### src/rtl/comp_seq.sv
`default_nettype none
// ============================================================================
//  Module   : comp_seq
//  Brief    : Sequential magnitude comparator. Walks two captured unsigned
//             operands from the most significant 2-bit digit downward,
//             consulting an external 2-bit comparator slice once per cycle
//             and stopping at the first unequal digit.
//  Revision : 1.0  initial release
// ============================================================================
module comp_seq #(
  parameter int WIDTH = 8
) (
  input  logic             clk,
  input  logic             rst_n,
  input  logic             i_start,
  input  logic [WIDTH-1:0] i_a,
  input  logic [WIDTH-1:0] i_b,
  output logic [1:0]       o_dig_a,
  output logic [1:0]       o_dig_b,
  input  logic             i_slice_l,
  input  logic             i_slice_g,
  input  logic             i_slice_eq,
  output logic             o_busy,
  output logic             o_done,
  output logic             o_lt,
  output logic             o_gt,
  output logic             o_eq
);

  localparam int DIGITS = WIDTH / 2;
  localparam int IDX_W  = (DIGITS > 1) ? $clog2(DIGITS) : 1;
  localparam logic [IDX_W-1:0] IDX_MSB = IDX_W'(DIGITS - 1);

  typedef enum logic [1:0] {
    ST_IDLE = 2'd0,
    ST_RUN  = 2'd1,
    ST_DONE = 2'd2
  } state_t;

  state_t           r_state;
  state_t           w_state_nxt;
  logic [WIDTH-1:0] r_a;
  logic [WIDTH-1:0] r_b;
  logic [WIDTH-1:0] w_a_nxt;
  logic [WIDTH-1:0] w_b_nxt;
  logic [IDX_W-1:0] r_idx;
  logic [IDX_W-1:0] w_idx_nxt;
  logic             r_lt;
  logic             r_gt;
  logic             r_eq;
  logic             w_lt_nxt;
  logic             w_gt_nxt;
  logic             w_eq_nxt;
  logic [IDX_W:0]   w_bit;
  logic             w_dig_lt;
  logic             w_dig_gt;
  logic             w_dig_eq;

  // Bit position of the current digit's low bit (index * 2).
  assign w_bit = {r_idx, 1'b0};

  // Slice verdict with fixed priority less > greater > equal. An explicit
  // equal flag and a slice that reports nothing are both taken as equal.
  assign w_dig_lt = i_slice_l;
  assign w_dig_gt = ~i_slice_l & i_slice_g;
  assign w_dig_eq = (~i_slice_l & ~i_slice_g & i_slice_eq) |
                    (~i_slice_l & ~i_slice_g & ~i_slice_eq);

  // State register; reset aborts any comparison in flight.
  always_ff @(posedge clk or negedge rst_n) begin
    if (!rst_n) begin
      r_state <= ST_IDLE;
    end else begin
      r_state <= w_state_nxt;
    end
  end

  // Next-state and datapath-update decisions for the digit walk.
  always_comb begin
    w_state_nxt = r_state;
    w_a_nxt     = r_a;
    w_b_nxt     = r_b;
    w_idx_nxt   = r_idx;
    w_lt_nxt    = r_lt;
    w_gt_nxt    = r_gt;
    w_eq_nxt    = r_eq;
    case (r_state)
      ST_IDLE: begin
        if (i_start) begin
          w_a_nxt     = i_a;
          w_b_nxt     = i_b;
          w_idx_nxt   = IDX_MSB;
          w_state_nxt = ST_RUN;
        end
      end
      ST_RUN: begin
        if (w_dig_lt) begin
          w_lt_nxt    = 1'b1;
          w_gt_nxt    = 1'b0;
          w_eq_nxt    = 1'b0;
          w_state_nxt = ST_DONE;
        end else if (w_dig_gt) begin
          w_lt_nxt    = 1'b0;
          w_gt_nxt    = 1'b1;
          w_eq_nxt    = 1'b0;
          w_state_nxt = ST_DONE;
        end else if (w_dig_eq && (r_idx != '0)) begin
          w_idx_nxt   = r_idx - 1'b1;
        end else begin
          // Every digit matched down to the least significant one.
          w_lt_nxt    = 1'b0;
          w_gt_nxt    = 1'b0;
          w_eq_nxt    = 1'b1;
          w_state_nxt = ST_DONE;
        end
      end
      ST_DONE: begin
        // Single result cycle; a start seen here is deliberately dropped.
        w_state_nxt = ST_IDLE;
      end
      default: begin
        w_state_nxt = ST_IDLE;
      end
    endcase
  end

  // Operand, digit index and result registers.
  always_ff @(posedge clk or negedge rst_n) begin
    if (!rst_n) begin
      r_a   <= '0;
      r_b   <= '0;
      r_idx <= '0;
      r_lt  <= 1'b0;
      r_gt  <= 1'b0;
      r_eq  <= 1'b0;
    end else begin
      r_a   <= w_a_nxt;
      r_b   <= w_b_nxt;
      r_idx <= w_idx_nxt;
      r_lt  <= w_lt_nxt;
      r_gt  <= w_gt_nxt;
      r_eq  <= w_eq_nxt;
    end
  end

  // Digits go to the slice only while walking; parked at zero otherwise.
  assign o_dig_a = (r_state == ST_RUN) ? r_a[w_bit +: 2] : 2'b00;
  assign o_dig_b = (r_state == ST_RUN) ? r_b[w_bit +: 2] : 2'b00;

  assign o_busy  = (r_state == ST_RUN);
  assign o_done  = (r_state == ST_DONE);
  assign o_lt    = r_lt;
  assign o_gt    = r_gt;
  assign o_eq    = r_eq;

endmodule
`default_nettype wire

### config.mk
export PLATFORM = sky130hd
export DESIGN_NAME = comp_seq
export DESIGN_NICKNAME = d
export VERILOG_FILES = /design/src/rtl/comp_seq.sv
export SDC_FILE = /design/constraint.sdc
export NUM_CORES = 1
export LEC_CHECK = 0
export ABC_AREA = 1
export CAP_MARGIN = 15
export CORE_AREA = 2 2 58 60
export CTS_CLUSTER_DIAMETER = 50
export DETAILED_ROUTE_END_ITERATION = 10
export DIE_AREA = 0 0 60 62
export PLACE_DENSITY_LB_ADDON = 0.15
export SYNTH_ARGS = -nofsm -noshare
export SYNTH_HDL_FRONTEND = slang
export SYNTH_SLANG_ARGS = --single-unit
### constraint.sdc
create_clock -name clk -period 1.7 [get_ports clk]
set_input_delay 0.51 -clock clk [delete_from_list [all_inputs] [get_ports clk]]
set_output_delay 0.51 -clock clk [all_outputs]
set_load 0.02 [all_outputs]
==> results.cfg <==
[timing]
finalHoldViolCount = 0
finClkSkew_ps = 9.82
worst_max_slew_pin_slew_ps = 306
layout_worst_path_cycle_share = 1.11
worst_slew_margin_rel = 0.796
grt_setup_unrepaired = true
worst_case_hold_slack_ps = 492
maximum_clock_frequency_ghz = 0.529
final_max_slew_viols = 0
finalSetupViolations = 4
timing.final.ws_setup_ps = -191
post-route-min-period_ps = 1890

[worst_setup_path]
critical_path.endpoint_type = output port
r2r.worst_path.cells = 9
crit_top_cell = buf_6
crit_fanout = 5
r2r-start = r_idx[0]$_DFFE_PN0P_
cp_data_required_time_ps = 1190
critical_path_type = flip-flop to output port
worst_path_max_delay_cell = dfrtp_1
setup.worst_path.start = r_idx[0]$_DFFE_PN0P_
critical_path.max_stage_delay_ps = 460
cp-start-kind = flip-flop
worst-endpoint-arrival_ps = 1380
cp_cell_sequence = buf_6 > nand2_2 > nand3_2 > a21oi_2 > buf_6

[logic_synthesis]
syn-cell-area_um2 = 1120
seq_area_frac_synth = 0.512
synth-simple-area-share = 0.259
synth_compound_gate_area_share = 0.107
synth_fp_nets = 161
synth-seq-cells = 23
synth-xor-area-share = 0
average_instance_area_after_synthesis_um2 = 8.15
multiplexer_share_of_the_synthesized_area = 0
adder_cell_share_of_the_synthesized_area = 0.0111
synth_cells = 138
yosysWarnings = 0
largest_family_of_logic_cells_by_synthesized_area = simple AND/OR/NAND/NOR gates
synthDistinctLibCells = 17

[drt]
wl_um = 2630
average_vias_per_placed_instance = 4.36
drt_pre_antenna_iters = 4
iteration_0_drc_markers = 19
detail_route.drc_violations = 0
antenna_left = 0
post_drt_wl_per_cell_um = 11.0
num_vias = 1046

[power]
power.density_nw_per_um2 = 1700
power_frac_seq = 0.306
peakVddDrop_mv = 0.768
comb_power_share = 0.605
clock_group_share_of_total_power = 0.089
internal_power_mw = 1.74
psw_mw = 1.21
power_leakage_nw = 0.900
switching_part_of_the_total = 0.411
fin_total_pwr_mw = 2.95

[clocking]
cts_tree = yes
cts_buffers = 3
cts.reportedPaths.clkPinSlew_ps = 120
cts-hold-fix-buffers = 0
cts_buffer_depth = 2
htree_num_levels = 1
cts_sinks = 23
cts-root-buf = clkbuf_4
clkLatencyLatePin_ps = 320

[place]
routabilityCongestion = 0.738
dpl.hpwl_um = 1860
place_area_um2 = 1620
place.port_buffers = 29

[floorplan]
die_area_um2 = 3720
die_w_um = 60
initial_utilization = 0.354
row_count = 21
core_area_um2 = 3180
design.portCount = 31
dieHeight_um = 62

[hold_path]
worstHoldPathCells = 2
min-delay-path-class = flip-flop to flip-flop
hold_path_startpoint = o_gt$_DFFE_PN0P_

[final_layout]
layout_cell_share_with_drive_strength_beyond_1 = 0.314
fin_area_um2 = 1740
antennaDiodeCount = 0
fin_util = 0.546
nFillCells = 319
synthToLayoutAreaGrowth_pct = 54.3
final_nets = 218

[global_route]
vias_in_the_first_global_route = 982
grt_antenna_before_repair = 0
grt_use_total = 0.152
grt_pass1_wl_um = 4170
grt_remaining_overflow = 0
maximum_number_of_pins_on_one_net_before_global_route_repair = 24

[flow_run]
drv_cap = 0

[status]
failed_checks = negative setup slack
status = complete, but fails checks
==> sequential cells by signal (all words and copies together), names as in the netlist <==
| register | cells |
|---|---|
| r_b | 8 |
| r_idx | 2 |
| o_lt | 1 |
| r_state | 2 |
| o_eq | 1 |
| r_a | 8 |
| o_gt | 1 |
==> routing by layer <==
metal  part of all wire  vias up  track usage
met4              0.016        0       0.0571
li1                   -      538            -
met5                  0        -            0
met1               0.44      482        0.190
met2               0.49       21        0.262
met3              0.053        5       0.0269
==> cells in the mapped netlist <==
master | count | share of area
buf_2 | 1 | 0.0044
nand2_4 | 1 | 0.010
o21ai_1 | 1 | 0.0044
a21oi_2 | 4 | 0.031
dfrtp_1 | 23 | 0.51
a21oi_1 | 16 | 0.071
buf_4 | 1 | 0.0067
nand2_1 | 29 | 0.097
inv_1 | 21 | 0.070
nand3_4 | 1 | 0.016
inv_2 | 2 | 0.0067
buf_6 | 2 | 0.020
ha_1 | 1 | 0.011
nor2_1 | 18 | 0.060
nand3_1 | 15 | 0.067
clkinv_1 | 1 | 0.0033
nor2_4 | 1 | 0.010
==> through the flow <==
stage	setup slack (ps)	instances	setup TNS [ps]
floorplan	36.2	138	0
finish	-191	240	-695
global placement	-345	232	-1410
detailed placement	-372	232	-1440
CTS	-169	237	-639
global route	-244	240	-966
==> power groups by stage <==
stage | sequential (mW) | combinational [mW] | clock [mW]
finish | 0.901 | 1.78 | 0.263
global route | 0.929 | 1.97 | 0.287
CTS | 0.894 | 1.60 | 0.267
detailed placement | 0.904 | 1.61 | 0
global placement | 0.894 | 1.57 | 0
floorplan | 0.933 | 0.835 | 0
==> logic make-up (layout without fill, tap and decap cells) <==
logic type	count (synthesis)	after routing
adder cells (fa/ha/maj)	1	1
AO/OA/AOI/OAI	21	21
AND/OR/NAND/NOR	65	65
flip-flops	23	23
buffers and inverters	28	84
==> layout make-up <==
cell class	count	area (um2)	area share
Timing Repair Buffer	56	502	0.289
Multi-Input combinational cell	87	480	0.277
Tap cell	46	57.6	0.0332
Clock buffer	3	22.5	0.0130
Sequential cell	23	576	0.332
Clock inverter	1	5.00	0.00288
Inverter	24	92.6	0.0534
==> cell usage in the layout, fill, tap and decap left out <==
master | Yosys | layout
a21oi_2 | 4 | 7
nand3_1 | 15 | 10
nand2_1 | 29 | 23
clkinv_2 | 0 | 1
inv_4 | 0 | 1
buf_12 | 0 | 1
dfrtp_1 | 23 | 23
o21ai_1 | 1 | 1
nor2_1 | 18 | 18
nor2_4 | 1 | 1
buf_6 | 2 | 4
nand2_4 | 1 | 2
ha_1 | 1 | 1
nand2_2 | 0 | 5
clkdlybuf4s50_1 | 0 | 20
clkbuf_4 | 0 | 3
inv_2 | 2 | 2
nand3_4 | 1 | 1
buf_4 | 1 | 28
nand3_2 | 0 | 5
inv_1 | 21 | 21
dlygate4sd2_1 | 0 | 3
a21oi_1 | 16 | 13
==> path summary, 6_finish.rpt <==
path                                          endpoint  slack [ps]
min in group asynchronous           r_a[6]$_DFFE_PN0P_         530
worst max-delay path                        o_dig_b[0]        -190
worst min register to register        o_gt$_DFFE_PN0P_         490
max in group asynchronous       r_state[1]$_DFFE_PN0P_         930
worst min-delay path                  o_gt$_DFFE_PN0P_         490
worst max register to register        o_eq$_DFFE_PN0P_         320
==> worst max-delay path, delay by kind of cell, from the launching register on <==
| family | cells | cell delay, ps |
|---|---|---|
| AOI/OAI and AO/OA | 1 | 170 |
| buffers and inverters | 2 | 300 |
| and+or+nand+nor | 2 | 130 |
| DFF | 1 | 460 |
==> repair_timing <==
action / in CTS / in global routing
endpoints found under the setup margin: 9 / 6
gates resized for setup: 34 / 21
pin swaps: 1 / 12
setup buffers: 1 / 2
cloned: 0 / 1
(Power assumes the default switching activity.)
